$ cat src/rtl/jstk_pkg.sv
// Shared constants for the PmodJSTK SPI link: frame layout, LED command prefix,
// button bit positions and responder FSM state encoding.
package jstk_pkg;

  localparam int FRAME_BITS = 40;
  localparam logic [5:0] LED_CMD_PREFIX = 6'b100000;

  localparam int BTN_C = 0;
  localparam int BTN_J = 1;
  localparam int BTN_Z = 2;

  // Byte order on the wire; byte 0 goes out first (MSB of the frame word).
  localparam int BYTE_Y_LO = 0;
  localparam int BYTE_Y_HI = 1;
  localparam int BYTE_X_LO = 2;
  localparam int BYTE_X_HI = 3;
  localparam int BYTE_BTN  = 4;

  typedef logic [1:0] jstk_state_t;
  localparam jstk_state_t ST_WAIT_IDLE = 2'd0;
  localparam jstk_state_t ST_IDLE      = 2'd1;
  localparam jstk_state_t ST_ACTIVE    = 2'd2;

  function automatic logic [FRAME_BITS-1:0] build_frame(
    input logic [9:0] x,
    input logic [9:0] y,
    input logic       c,
    input logic       j,
    input logic       z
  );
    logic [FRAME_BITS-1:0] f;
    logic [7:0]            btn;
    f          = '0;
    btn        = '0;
    btn[BTN_C] = c;
    btn[BTN_J] = j;
    btn[BTN_Z] = z;
    f[FRAME_BITS-1-8*BYTE_Y_LO -: 8] = y[7:0];
    f[FRAME_BITS-1-8*BYTE_Y_HI -: 8] = {6'b0, y[9:8]};
    f[FRAME_BITS-1-8*BYTE_X_LO -: 8] = x[7:0];
    f[FRAME_BITS-1-8*BYTE_X_HI -: 8] = {6'b0, x[9:8]};
    f[FRAME_BITS-1-8*BYTE_BTN  -: 8] = btn;
    return f;
  endfunction

endpackage

$ cat src/rtl/jstk_spi_responder_sync_ff.sv
// Single-bit multi-stage synchronizer for asynchronous SPI pins.
module sync_ff #(
  parameter int STAGES = 2
) (
  input  logic clk,
  input  logic reset,
  input  logic d,
  output logic q
);

  logic [STAGES-1:0] stg;

  // Clearing to 0 makes a just-reset responder treat SS as low until it is truly seen high.
  always_ff @(posedge clk) begin
    if (reset) stg <= '0;
    else       stg <= {stg[STAGES-2:0], d};
  end

  assign q = stg[STAGES-1];

endmodule

$ cat src/rtl/jstk_spi_responder.sv
// PmodJSTK emulator: SPI mode-0 slave returning joystick position/buttons and
// capturing the LED command byte sent by the host.
//
// state        | meaning
// WAIT_IDLE    | after reset; wait for SS high so a frame is never joined mid-stream
// IDLE         | SS high; on SS fall snapshot inputs and start a frame
// ACTIVE       | frame in flight; shift rx on SCLK rise, tx on SCLK fall, end on SS rise
module jstk_spi_responder
  import jstk_pkg::*;
#(
  parameter int SYNC_STAGES = 2
) (
  input  logic       clk,
  input  logic       reset,
  input  logic       SS,
  input  logic       SCLK,
  input  logic       MOSI,
  output logic       MISO,
  input  logic [9:0] x_pos,
  input  logic [9:0] y_pos,
  input  logic       btn_c,
  input  logic       btn_j,
  input  logic       btn_z,
  output logic [1:0] led,
  output logic       frame_done,
  output logic       frame_err
);

  localparam logic [5:0] FRAME_CNT = 6'(FRAME_BITS);
  localparam logic [5:0] CNT_MAX   = 6'd63;
  localparam logic [5:0] CMD_LAST  = 6'd7;

  logic ss_s, sclk_s, mosi_s;
  logic ss_q, sclk_q;

  sync_ff #(.STAGES(SYNC_STAGES)) u_sync_ss   (.clk(clk), .reset(reset), .d(SS),   .q(ss_s));
  sync_ff #(.STAGES(SYNC_STAGES)) u_sync_sclk (.clk(clk), .reset(reset), .d(SCLK), .q(sclk_s));
  sync_ff #(.STAGES(SYNC_STAGES)) u_sync_mosi (.clk(clk), .reset(reset), .d(MOSI), .q(mosi_s));

  logic ss_fall, ss_rise, sclk_rise, sclk_fall;
  assign ss_fall   =  ss_q   & ~ss_s;
  assign ss_rise   = ~ss_q   &  ss_s;
  assign sclk_rise = ~sclk_q &  sclk_s;
  assign sclk_fall =  sclk_q & ~sclk_s;

  jstk_state_t           state;
  logic [FRAME_BITS-1:0] tx_sh;
  logic [6:0]            rx_sh;
  logic [5:0]            bit_cnt;
  logic [1:0]            led_pend;
  logic                  cmd_ok;

  always_ff @(posedge clk) begin
    if (reset) begin
      state      <= ST_WAIT_IDLE;
      ss_q       <= 1'b0;
      sclk_q     <= 1'b0;
      tx_sh      <= '0;
      rx_sh      <= '0;
      bit_cnt    <= '0;
      led_pend   <= 2'b00;
      cmd_ok     <= 1'b0;
      led        <= 2'b00;
      frame_done <= 1'b0;
      frame_err  <= 1'b0;
    end else begin
      ss_q       <= ss_s;
      sclk_q     <= sclk_s;
      frame_done <= 1'b0;
      frame_err  <= 1'b0;

      case (state)
        ST_WAIT_IDLE: begin
          if (ss_s) state <= ST_IDLE;
        end

        ST_IDLE: begin
          if (ss_fall) begin
            tx_sh   <= build_frame(x_pos, y_pos, btn_c, btn_j, btn_z);
            rx_sh   <= '0;
            bit_cnt <= '0;
            cmd_ok  <= 1'b0;
            state   <= ST_ACTIVE;
          end
        end

        ST_ACTIVE: begin
          if (ss_rise) begin
            state <= ST_IDLE;
            if (bit_cnt == FRAME_CNT) begin
              frame_done <= 1'b1;
              if (cmd_ok) led <= led_pend;
            end else begin
              frame_err <= 1'b1;
            end
          end else begin
            if (sclk_rise) begin
              rx_sh <= {rx_sh[5:0], mosi_s};
              if (bit_cnt != CNT_MAX) bit_cnt <= bit_cnt + 6'd1;
              // Eighth bit completes byte 0: rx_sh[6:1] is cmd[7:2], {rx_sh[0], mosi_s} is cmd[1:0].
              if (bit_cnt == CMD_LAST) begin
                cmd_ok   <= (rx_sh[6:1] == LED_CMD_PREFIX);
                led_pend <= {rx_sh[0], mosi_s};
              end
            end
            if (sclk_fall) tx_sh <= {tx_sh[FRAME_BITS-2:0], 1'b0};
          end
        end

        default: state <= ST_WAIT_IDLE;
      endcase
    end
  end

  assign MISO = (state == ST_ACTIVE) & tx_sh[FRAME_BITS-1];

endmodule
$ cat config.mk
export PLATFORM = sky130hd
export DESIGN_NAME = jstk_spi_responder
export DESIGN_NICKNAME = d
export VERILOG_FILES = /design/src/rtl/jstk_pkg.sv /design/src/rtl/jstk_spi_responder_sync_ff.sv /design/src/rtl/jstk_spi_responder.sv
export SDC_FILE = /design/constraint.sdc
export NUM_CORES = 1
export LEC_CHECK = 0
export ABC_AREA = 1
export BUFFER_PORTS_ARGS = -buffer_cell sky130_fd_sc_hd__buf_2
export CORE_UTILIZATION = 52
export CTS_BUF_LIST = sky130_fd_sc_hd__clkbuf_8 sky130_fd_sc_hd__clkbuf_16
export DETAILED_ROUTE_END_ITERATION = 6
export GPL_TIMING_DRIVEN = 0
export PLACE_DENSITY = 0.75
export SYNTH_ARGS = -nofsm -noshare
export SYNTH_HDL_FRONTEND = slang
export SYNTH_SLANG_ARGS = --single-unit
export TNS_END_PERCENT = 1
$ cat constraint.sdc
create_clock -name clk -period 1.4 [get_ports clk]
set_input_delay 0.21 -clock clk [delete_from_list [all_inputs] [get_ports clk]]
set_output_delay 0.21 -clock clk [all_outputs]
set_load 0.03 [all_outputs]
==> results of run 1 <==
## registers in the layout, indices dropped and copies added, names as in the netlist
register	cells
bit_cnt	6
cmd_ok	1
frame_done	1
frame_err	1
led	2
led_pend	2
rx_sh	7
sclk_q	1
ss_q	1
state	2
tx_sh	40
u_sync_mosi.stg	2
u_sync_sclk.stg	2
u_sync_ss.stg	2
## worst min-delay path by stage
stage / startpoint / to / slack [ps] / cells past startpoint
3_5_place_dp: u_sync_ss.stg[0]$_SDFF_PP0_ / u_sync_ss.stg[1]$_SDFF_PP0_ / 390 / 2
4_1_cts: SCLK / u_sync_sclk.stg[0]$_SDFF_PP0_ / 60 / 3
6_report: SCLK / u_sync_sclk.stg[0]$_SDFF_PP0_ / 60 / 3
2_1_floorplan: MOSI / u_sync_mosi.stg[0]$_SDFF_PP0_ / 320 / 2
5_1_grt: SS / u_sync_ss.stg[0]$_SDFF_PP0_ / 70 / 3
3_3_place_gp: u_sync_ss.stg[0]$_SDFF_PP0_ / u_sync_ss.stg[1]$_SDFF_PP0_ / 390 / 2
## critical path: stages, from the launching register on
cell and delay, ps:
dfxtp_2 340, inv_2 90, nand2_4 70, buf_6 120, clkbuf_16 130, nor2_4 90
buf_6 140
## power by group
group          total, mW  internal, mW  switching (mW)
clock               1.91          1.16           0.746
combinational      0.224        0.0912           0.133
sequential          2.02          2.01          0.0105
total               4.15          3.26           0.889
## layer usage
| metal | global-route usage [%] | vias up |
|---|---|---|
| met3 | 7.093 | 23 |
| li1 | - | 1532 |
| met5 | 0 | - |
| met2 | 38.86 | 75 |
| met4 | 10.74 | 0 |
| met1 | 31.93 | 1352 |
## cells in the mapped netlist, drive strengths merged
cell type | n | area share [%]
a21oi | 40 | 6.6
buf | 6 | 1.0
clkbuf | 19 | 2.3
dfxtp | 70 | 46
ha | 2 | 0.82
inv | 63 | 7.8
nand2 | 85 | 11
nand3 | 18 | 3.0
nand3b | 1 | 0.25
nand4 | 3 | 0.62
nor2 | 68 | 8.7
nor3 | 5 | 0.82
nor4 | 2 | 0.41
o211ai | 1 | 0.25
o21ai | 65 | 11
## kinds of logic after synthesis
| logic type | count (synthesis) | synth area share [%] |
|---|---|---|
| fa+ha+maj | 2 | 0.8226 |
| compound gates | 106 | 17.52 |
| simple gates | 182 | 24.43 |
| flops | 70 | 46.07 |
| buf+inv | 88 | 11.15 |
## repair_timing
action                                  4_1_cts  5_1_grt
endpoints found under the setup margin       59       59
resized for setup                            63       50
cloned                                        0        1
pin swaps                                     5       13
endpoints found under the hold margin         0        0
buffers inserted                              7        8
## area by class of cell
| class | count | area [sq um] | share of cell area, % |
|---|---|---|---|
| Multi-Input combinational cell | 290 | 1456 | 37.15 |
| Clock buffer | 9 | 123.9 | 3.160 |
| Buffer | 25 | 200.2 | 5.107 |
| Timing Repair Buffer | 47 | 292.8 | 7.469 |
| Inverter | 63 | 239.0 | 6.096 |
| Clock inverter | 7 | 106.4 | 2.713 |
| Sequential cell | 70 | 1411 | 36.00 |
| Tap cell | 72 | 90.09 | 2.298 |
==> metrics.csv, run 1 <==
stage;metric;value;unit
sta;setup_viol_count_final;41;
clock_tree;cts_buffer_depth;2;
sta;fmax;0.6518;GHz
floorplan;die_area;0.006159;sq mm
clock_tree;path_clk_slew;60;ps
global_route;grt_usage;24.88;%
routing;drt_first_pass_iters;5;
layout;syn2layout_area_growth;28.88;%
outcome;status;complete, but fails checks;
critical_path;cp.arrival;1320;ps
routing;first_iter_violations;201;
layout;layout_commonest_cell;nand2_1;
placement;dp_hpwl;4592;um
placement;gp_congestion;0.8658;
routing;viasPerCell;5.115;
critical_path;required;1190;ps
clock_tree;cts_tree;done;
sta;clock_skew;10.57;ps
critical_path;crit_path_start_kind;flop;
sta;fin_crit;1534;ps
sta;setup_tns;-1389;ps
flow_run;drv_cap;0;
critical_path;end_kind;output port;
routing;met3WireLength;386;um
sta;maxSlewViolCount;0;
pwr;p_total;4.150;mW
critical_path;timing.rr.end;tx_sh[29]$_SDFFE_PP0P_;
routing;vias;2982;
critical_path;criticalPathCategory;reg2out;
floorplan;rows;27;
critical_path;worst_r2r_path_depth;8;
logic_synthesis;synth.distinct_cells;22;
sta;holdWs;63.42;ps
layout;fin_util;70.33;%
logic_synthesis;syn_inst;448;
logic_synthesis;syn_area;0.003042;sq mm
layout;stdcell_count;583;
floorplan;start_util;54.57;%
sta;fin_crit_sh;109.6;%
global_route;grt_pass1_wl;11920;um
layout;layout_common_cells;76 x nand2_1, 66 x dfxtp_1, 64 x inv_1;
routing;m1WireLength;3279;um
critical_path;startpoint;state[0]$_SDFFE_PP0P_;
layout;n_antenna_cell;0;
sta;fin_ws;-134.1;ps
clock_tree;clockRootBuffer;clkbuf_8;
logic_synthesis;yosysWarnings;0;
global_route;antenna_found_initial;0;
layout;fill_cells;465;
placement;pre_cts_ws;-330.8;ps
global_route;grt_overflow;0;
critical_path;rrSetupSlack;-70;ps
routing;drcViolationCount;0;
clock_tree;clk_latency;350;ps
sta;tightest_slew;601.6;ps
clock_tree;cts_sinks;70;
critical_path;critPathMaxFanout;3;
pwr;ir_worst_vdd;0.0008532;V
floorplan;dieHeight;78.48;um
placement;port_buffers;31;
layout;drive_gt1_share;22.11;%
placement;dp_cells;551;
critical_path;crit_end;MISO;
clock_tree;htree_num_levels;3;
clock_tree;cts_buffers;9;
routing;totalWireLength;7305;um
logic_synthesis;syn_nets;478;
floorplan;ioPinCount;33;
global_route;grt_max_degree;12;
floorplan;die_w;78.48;um
sta;final-hold-violation-count;0;
worst_hold_path;worstHoldPathType;in2reg;
routing;drtAntennaViolNets;0;
routing;maxUsedRoutingLayer;met4;
outcome;violations;setup timing;
floorplan;core;0.005574;sq mm
pwr;powerDensity;1059;mW/mm^2
sta;max-slew-margin-rel;59.90;%
global_route;grt_pass1_vias;2691;
logic_synthesis;ys_seq_area_share;46.07;%
pwr;p_leak;1.644;nW
sta;rsz0062_at_grt;yes;
logic_synthesis;synth_seq_cells;70;
routing;met2WireLength;3448;um
layout;nets;536;
clock_tree;cts_hold_buf;0;
placement;postPlaceCellArea;0.003289;sq mm
routing;wire_per_inst;12.53;um
logic_synthesis;avgSynthCellArea;6.789;sq um
layout;design_area;0.003920;sq mm
critical_path;worstReg2RegStart;state[1]$_SDFFE_PP0P_;
Note: power is estimated with default switching activity, not from simulation.
==> run 2: changes to the inputs <==
--- a/config.mk
+++ b/config.mk
@@ -7,11 +7,10 @@
 export LEC_CHECK = 0
 export ABC_AREA = 1
 export BUFFER_PORTS_ARGS = -buffer_cell sky130_fd_sc_hd__buf_2
-export CORE_UTILIZATION = 52
+export CORE_UTILIZATION = 30
 export CTS_BUF_LIST = sky130_fd_sc_hd__clkbuf_8 sky130_fd_sc_hd__clkbuf_16
 export DETAILED_ROUTE_END_ITERATION = 6
 export GPL_TIMING_DRIVEN = 0
-export PLACE_DENSITY = 0.75
 export SYNTH_ARGS = -nofsm -noshare
 export SYNTH_HDL_FRONTEND = slang
 export SYNTH_SLANG_ARGS = --single-unit
==> run 2 against run 1 <==
- the flow still finishes with violations (setup timing)
- clock-buffer cell count grew 1
- final cell count grew 9.9%
- via count shrank 2.1%
- clock skew grew 1.4 ps
- clock power grew 15%
- worst hold slack gained 1.2 ps
- sequential share of layout area shrank 0.27 points
- worst setup slack gained 8.9 ps
- largest cell class is now registers
- wire length shrank 1.2%
- power grew 6.6%
- register-to-register slack lost 20 ps
==> metrics.csv, run 2 (synthesized netlist as in run 1, its figures left out) <==
stage;metric;value;unit;change
routing;drtAntennaViolNets;0;;unchanged
placement;dp_hpwl;4845;um;was 4592 um
routing;drcViolationCount;0;;unchanged
critical_path;cp.arrival;1320;ps;about the same
clock_tree;cts_sinks;70;;unchanged
layout;drive_gt1_share;21.26;%;was 22.11%
layout;syn2layout_area_growth;30.07;%;was 28.88%
global_route;grt_pass1_vias;2507;;was 2691
sta;fin_ws;-125.2;ps;was -134.1 ps
floorplan;rows;36;;was 27
pwr;p_leak;1.623;nW;was 1.644 nW
sta;fin_crit;1525;ps;was 1534 ps
layout;layout_common_cells;77 x nand2_1, 66 x dfxtp_1, 63 x nor2_1;;was 76 x nand2_1, 66 x dfxtp_1, 64 x inv_1
global_route;grt_usage;14.38;%;was 24.88%
sta;fin_crit_sh;108.9;%;was 109.6%
critical_path;required;1190;ps;about the same
sta;tightest_slew;556.0;ps;was 601.6 ps
global_route;grt_max_degree;13;;was 12
critical_path;end_kind;output port;;unchanged
floorplan;core;0.009819;sq mm;was 0.005574 sq mm
clock_tree;cts_buffer_depth;2;;unchanged
floorplan;start_util;30.98;%;was 54.57%
layout;fin_util;40.29;%;was 70.33%
pwr;powerDensity;1118;mW/mm^2;was 1059 mW/mm^2
worst_hold_path;hp-start;MOSI;;was SCLK
sta;setup_viol_count_final;36;;was 41
routing;totalWireLength;7216;um;was 7305 um
placement;gp_congestion;0.8140;;was 0.8658
layout;regMostFlops;tx_sh;;unchanged
pwr;p_total;4.425;mW;was 4.150 mW
global_route;grt_overflow;0;;unchanged
critical_path;criticalPathCategory;reg2out;;unchanged
routing;vias;2919;;was 2982
layout;n_antenna_cell;0;;unchanged
clock_tree;cts_tree;done;;unchanged
layout;reg_top3;tx_sh: 40 flops, rx_sh: 7 flops, bit_cnt: 6 flops;;unchanged
layout;largest_register_ff_count;40;;unchanged
routing;viasPerCell;4.554;;was 5.115
sta;max-slew-margin-rel;62.94;%;was 59.90%
routing;wire_per_inst;11.26;um;was 12.53 um
global_route;antenna_found_initial;0;;unchanged
critical_path;startpoint;state[0]$_SDFFE_PP0P_;;unchanged
floorplan;die_area;0.01055;sq mm;was 0.006159 sq mm
floorplan;die_w;102.7;um;was 78.48 um
clock_tree;clk_latency;350;ps;about the same
layout;nets;533;;was 536
outcome;violations;setup timing;;unchanged
routing;drt_first_pass_iters;4;;was 5
sta;rsz0062_at_grt;yes;;unchanged
clock_tree;cts_buffers;9;;unchanged
critical_path;critPathMaxFanout;3;;unchanged
clock_tree;htree_num_levels;3;;unchanged
routing;first_iter_violations;172;;was 201
layout;layout_commonest_cell;nand2_1;;unchanged
placement;postPlaceCellArea;0.003366;sq mm;was 0.003289 sq mm
clock_tree;clockRootBuffer;clkbuf_8;;unchanged
outcome;status;complete, but fails checks;;unchanged
sta;clock_skew;11.97;ps;was 10.57 ps
critical_path;worstReg2RegStart;state[1]$_SDFFE_PP0P_;;unchanged
sta;fmax;0.6557;GHz;was 0.6518 GHz
floorplan;dieHeight;102.7;um;was 78.48 um
global_route;grt_pass1_wl;11520;um;was 11920 um
clock_tree;path_clk_slew;70;ps;was 60 ps
sta;final-hold-violation-count;0;;unchanged
flow_run;drv_cap;0;;unchanged
placement;port_buffers;31;;unchanged
layout;design_area;0.003956;sq mm;was 0.003920 sq mm
critical_path;crit_path_start_kind;flop;;unchanged
sta;maxSlewViolCount;0;;unchanged
floorplan;ioPinCount;33;;unchanged
pwr;ir_worst_vdd;0.0005945;V;was 0.0008532 V
worst_hold_path;worstHoldPathType;in2reg;;unchanged
[run 2: final timing paths]
| path | endpoint | slack (ps) | depth (start not counted) |
|---|---|---|---|
| min reg2reg | u_sync_sclk.stg[1]$_SDFF_PP0_ | 400 | 2 |
| max reg2reg | bit_cnt[5]$_SDFFE_PP0P_ | -90 | 7 |
| max | MISO | -130 | 6 |
| min | u_sync_mosi.stg[0]$_SDFF_PP0_ | 60 | 3 |
[run 2: power breakdown]
group	total (mW)	internal (mW)	switching [mW]	leakage, nW
clock network	2.19	1.41	0.778	0.132
logic	0.221	0.0884	0.133	0.922
registers	2.02	2.01	0.0108	0.568
total	4.43	3.50	0.921	1.62
[run 2: metal layers]
layer  GRT usage [%]  part of all wire [%]
met4           6.264                   1.8
met1           18.74                    48
met2           22.05                    45
met5               0                     0
met3           4.203                   4.7
[run 2: timing repair]
item | in CTS | in global routing
gates cloned | 0 | 0
gates resized for setup | 52 | 56
buffers inserted | 7 | 6
setup endpoints to repair | 59 | 59
hold buffers | 0 | 0
pin swaps | 4 | 10
[run 2: worst max-delay path, cell delays in order (launching register included)]
cell       delay (ps)
dfxtp_4           370
inv_4              70
nand2_4            60
buf_8             120
clkbuf_16         140
nor2_4             80
buf_6             130
[run 2: cell type report]
cell class | instances | area [sq um]
clock inverters | 6 | 132.6
clock buffers | 10 | 137.6
inverters | 63 | 239.0
fillers | 1045 | 5863
multi-input cells | 290 | 1404
repair buffers | 44 | 271.5
well taps | 133 | 166.4
plain buffers | 25 | 191.4
flip-flops and latches | 70 | 1414
[run 2: through the flow]
stage | hold WS [ps] | setup slack (ps) | cells | setup TNS [ps]
3_3_place_gp | 397.5 | -309.3 | 612 | -11580
6_report | 64.66 | -125.2 | 641 | -1030
5_1_grt | 67.55 | -208.6 | 641 | -6343
3_5_place_dp | 399.4 | -349.4 | 612 | -13320
2_1_floorplan | 317.0 | -0.7943 | 448 | -0.7943
4_1_cts | 52.13 | -180.5 | 635 | -2608
==> run 3: changes to the inputs <==
--- a/config.mk
+++ b/config.mk
@@ -7,11 +7,13 @@
 export LEC_CHECK = 0
 export ABC_AREA = 1
 export BUFFER_PORTS_ARGS = -buffer_cell sky130_fd_sc_hd__buf_2
+export CORE_MARGIN = 2
 export CORE_UTILIZATION = 30
 export CTS_BUF_LIST = sky130_fd_sc_hd__clkbuf_8 sky130_fd_sc_hd__clkbuf_16
 export DETAILED_ROUTE_END_ITERATION = 6
 export GPL_TIMING_DRIVEN = 0
 export SYNTH_ARGS = -nofsm -noshare
 export SYNTH_HDL_FRONTEND = slang
+export SYNTH_HIERARCHICAL = 1
 export SYNTH_SLANG_ARGS = --single-unit
 export TNS_END_PERCENT = 1
==> run 3 against run 2 <==
- the flow still finishes with violations (setup timing)
- die area grew 5.3%
- final area shrank 0.76%
- final cell count grew 0.62%
- critical path depth grew 2
- sequential power is essentially flat
- non-clock buffer count grew 1
- maximum frequency shrank 0.38%
- synthesized cell count shrank 0.22%
- worst hold slack lost 5.2 ps
- flip-flop and latch count is the same
- power shrank 15%
- wire length grew 2.7%
==> metrics.csv, run 3 <==
stage;metric;value;unit;change
placement;port_buffers;32;;was 31
global_route;grt_pass1_vias;2677;;was 2507
clock_tree;cts_hold_buf;0;;unchanged
sta;fin_crit;1531;ps;was 1525 ps
sta;fmax;0.6531;GHz;was 0.6557 GHz
routing;drcViolationCount;0;;unchanged
routing;drt_first_pass_iters;6;;was 4
logic_synthesis;syn_nets;477;;was 478
logic_synthesis;synth_top_family_by_area;simple AND/OR/NAND/NOR gates;;unchanged
clock_tree;cts_buffers;9;;unchanged
sta;setup_viol_count_final;51;;was 36
floorplan;rows;37;;was 36
critical_path;worstReg2RegStart;state[0]$_SDFFE_PP0P_;;was state[1]$_SDFFE_PP0P_
clock_tree;clockRootBuffer;clkbuf_8;;unchanged
layout;fill_cells;1088;;was 1045
floorplan;ioPinCount;33;;unchanged
critical_path;critPathMaxFanout;8;;was 3
logic_synthesis;avgSynthCellArea;6.897;sq um;was 6.789 sq um
logic_synthesis;dominantRegCellSynth;dfxtp_1;;unchanged
layout;largest_register_ff_count;40;;unchanged
sta;clock_skew;10.96;ps;was 11.97 ps
logic_synthesis;ys_async_sr_fraction;0;%;unchanged
global_route;grt_max_degree;12;;was 13
floorplan;dieHeight;105.4;um;was 102.7 um
layout;syn2layout_area_growth;27.35;%;was 30.07%
pwr;powerDensity;959.4;mW/mm^2;was 1118 mW/mm^2
logic_synthesis;yosysMostFrequentCell;nand2_1;;unchanged
clock_tree;htree_num_levels;3;;unchanged
critical_path;worst_r2r_path_depth;8;;was 7
critical_path;cp.arrival;1810;ps;was 1320 ps
sta;rsz0062_at_grt;yes;;unchanged
sta;max-slew-margin-rel;67.59;%;was 62.94%
logic_synthesis;ys_seq_area_share;45.45;%;was 46.07%
placement;postPlaceCellArea;0.003416;sq mm;was 0.003366 sq mm
layout;nets;534;;was 533
logic_synthesis;synthTopCellsByArea;dfxtp_1 45%, nand2_1 10%, nor2_1 8.0%;;was dfxtp_1 46%, o21ai_0 11%, nand2_1 10%
global_route;grt_overflow;0;;unchanged
outcome;status;complete, but fails checks;;unchanged
global_route;grt_usage;13.48;%;was 14.38%
global_route;antenna_found_initial;0;;unchanged
logic_synthesis;syn_area;0.003083;sq mm;was 0.003042 sq mm
floorplan;core;0.01014;sq mm;was 0.009819 sq mm
routing;totalWireLength;7410;um;was 7216 um
logic_synthesis;synth_seq_cells;70;;unchanged
logic_synthesis;synth_top_cell_by_area;dfxtp_1;;unchanged
clock_tree;cts_buffer_depth;2;;unchanged
placement;dp_cells;615;;was 612
placement;dp_hpwl;4944;um;was 4845 um
critical_path;criticalPathCategory;reg2reg;;was reg2out
logic_synthesis;synth.distinct_cells;23;;was 22
layout;drive_gt1_share;23.58;%;was 21.26%
layout;n_antenna_cell;0;;unchanged
logic_synthesis;synth_xor_area_share;0;%;unchanged
routing;drtAntennaViolNets;0;;unchanged
critical_path;timing.rr.end;bit_cnt[5]$_SDFFE_PP0P_;;unchanged
sta;setup_tns;-2343;ps;was -1030 ps
logic_synthesis;synth_edf_count;0;;unchanged
layout;reg_top3;tx_sh: 40 flops, rx_sh: 7 flops, bit_cnt: 6 flops;;unchanged
routing;wire_per_inst;11.49;um;was 11.26 um
clock_tree;cts_sinks;70;;unchanged
logic_synthesis;synth_fa_ha_area_share;0.8117;%;was 0.8227%
global_route;grt_pass1_wl;11890;um;was 11520 um
flow_run;drv_cap;0;;unchanged
sta;fin_crit_sh;109.4;%;was 108.9%
critical_path;crit_end;bit_cnt[5]$_SDFFE_PP0P_;;was MISO
routing;first_iter_violations;160;;was 172
clock_tree;clk_latency;350;ps;about the same
placement;gp_congestion;0.7985;;was 0.8140
logic_synthesis;synth_compound_area_share;18.51;%;was 17.52%
floorplan;die_w;105.4;um;was 102.7 um
worst_hold_path;worstHoldPathType;in2reg;;unchanged
floorplan;start_util;30.41;%;was 30.98%
logic_synthesis;ys_top_cells_by_count;83 x nand2_1, 70 x dfxtp_1, 66 x nor2_1;;unchanged
pwr;ir_worst_vdd;0.0003753;V;was 0.0005945 V
layout;layout_commonest_cell;nand2_1;;unchanged
clock_tree;cts_tree;done;;unchanged
layout;stdcell_count;645;;was 641
sta;tightest_slew;486.1;ps;was 556.0 ps
sta;final-hold-violation-count;0;;unchanged
critical_path;crit_path_start_kind;flop;;unchanged
logic_synthesis;synth_mux_area_share;0;%;unchanged
logic_synthesis;synth_top_area_share;45.45;%;was 46.07%
floorplan;die_area;0.01110;sq mm;was 0.01055 sq mm
critical_path;end_kind;flop;;was output port
logic_synthesis;yosysWarnings;6;;was 0
critical_path;rrSetupSlack;-130;ps;was -90 ps
layout;regMostFlops;tx_sh;;unchanged
clock_tree;path_clk_slew;70;ps;about the same
routing;vias;2926;;was 2919
pwr;p_leak;1.606;nW;was 1.623 nW
layout;layout_common_cells;77 x nand2_1, 66 x dfxtp_1, 64 x nor2_1;;was 77 x nand2_1, 66 x dfxtp_1, 63 x nor2_1
critical_path;required;1680;ps;was 1190 ps
layout;design_area;0.003926;sq mm;was 0.003956 sq mm
critical_path;startpoint;state[0]$_SDFFE_PP0P_;;unchanged
routing;viasPerCell;4.536;;was 4.554
sta;maxSlewViolCount;0;;unchanged
sta;fin_ws;-131.1;ps;was -125.2 ps
outcome;violations;setup timing;;unchanged
logic_synthesis;synthSimpleGateAreaFrac;24.11;%;was 24.43%
logic_synthesis;syn_inst;447;;was 448
-- run 3: power by group --
part	leakage (nW)	switching (mW)	total, mW	internal [mW]
Clock	0.0972	0.742	1.52	0.776
Combinational	0.940	0.139	0.232	0.0932
Sequential	0.568	0.0110	2.02	2.01
-- run 3: worst max-delay path, stage by stage, from the launching register on --
cell	delay (ps)
dfxtp_2	340
buf_12	120
nor2_4	220
nand2_2	140
nand2_1	110
nand3_2	170
nor2_1	140
nand2_1	70
a21oi_2	130
-- run 3: worst min-delay path by stage --
stage	start	to	slack, ps	depth (start not counted)
2_1_floorplan	reset	u_sync_mosi/stg[0]$_SDFF_PP0_	280	1
3_3_place_gp	u_sync_mosi/stg[0]$_SDFF_PP0_	u_sync_mosi/stg[1]$_SDFF_PP0_	390	2
3_5_place_dp	u_sync_sclk/stg[0]$_SDFF_PP0_	u_sync_sclk/stg[1]$_SDFF_PP0_	390	2
4_1_cts	SS	u_sync_ss/stg[0]$_SDFF_PP0_	40	3
5_1_grt	SS	u_sync_ss/stg[0]$_SDFF_PP0_	50	3
6_report	SS	u_sync_ss/stg[0]$_SDFF_PP0_	60	3
-- run 3: through the flow --
| stage | power [mW] | hold WS, ps | setup slack, ps | util [%] |
|---|---|---|---|---|
| final | 3.767 | 59.49 | -131.1 | 38.73 |
| after global routing | 3.963 | 45.99 | -250.7 | 38.73 |
| after CTS | 3.813 | 38.45 | -106.0 | 37.84 |
| after detailed placement | 2.271 | 392.1 | -466.7 | 33.69 |
| after global placement | 2.269 | 390.1 | -433.4 | 33.69 |
| after floorplan | 2.192 | 281.2 | -6.868 | - |
-- run 3: layout make-up --
class	instances	area, sq um	share of cell area [%]
multi-input combinational	290	1446	36.84
sequential	70	1414	36.01
timing repair buffer	46	287.8	7.330
inverter	63	236.5	6.023
buffer	24	183.9	4.684
tap	136	170.2	4.334
clock buffer	12	165.2	4.206
clock inverter	4	22.52	0.5736
-- run 3: cell families after synthesis --
logic type	count (synthesis)
AOI/OAI and AO/OA	106
adders and majority gates	2
buffers and inverters	87
DFF	70
and+or+nand+nor	182
-- run 3: per-layer routing --
layer	up-vias	global-route usage (%)	wire, um
met2	57	20.92	3529
met4	0	5.619	85
met5	-	0	0
met1	1339	17.38	3476
li1	1522	-	-
met3	8	4.020	319
-- run 3: what timing repair did --
item                                    CTS  global route
endpoints found under the setup margin   59            59
gates cloned                              0             0
resized for setup                        48            24
pin swaps                                 6             4
setup buffers                            11             3
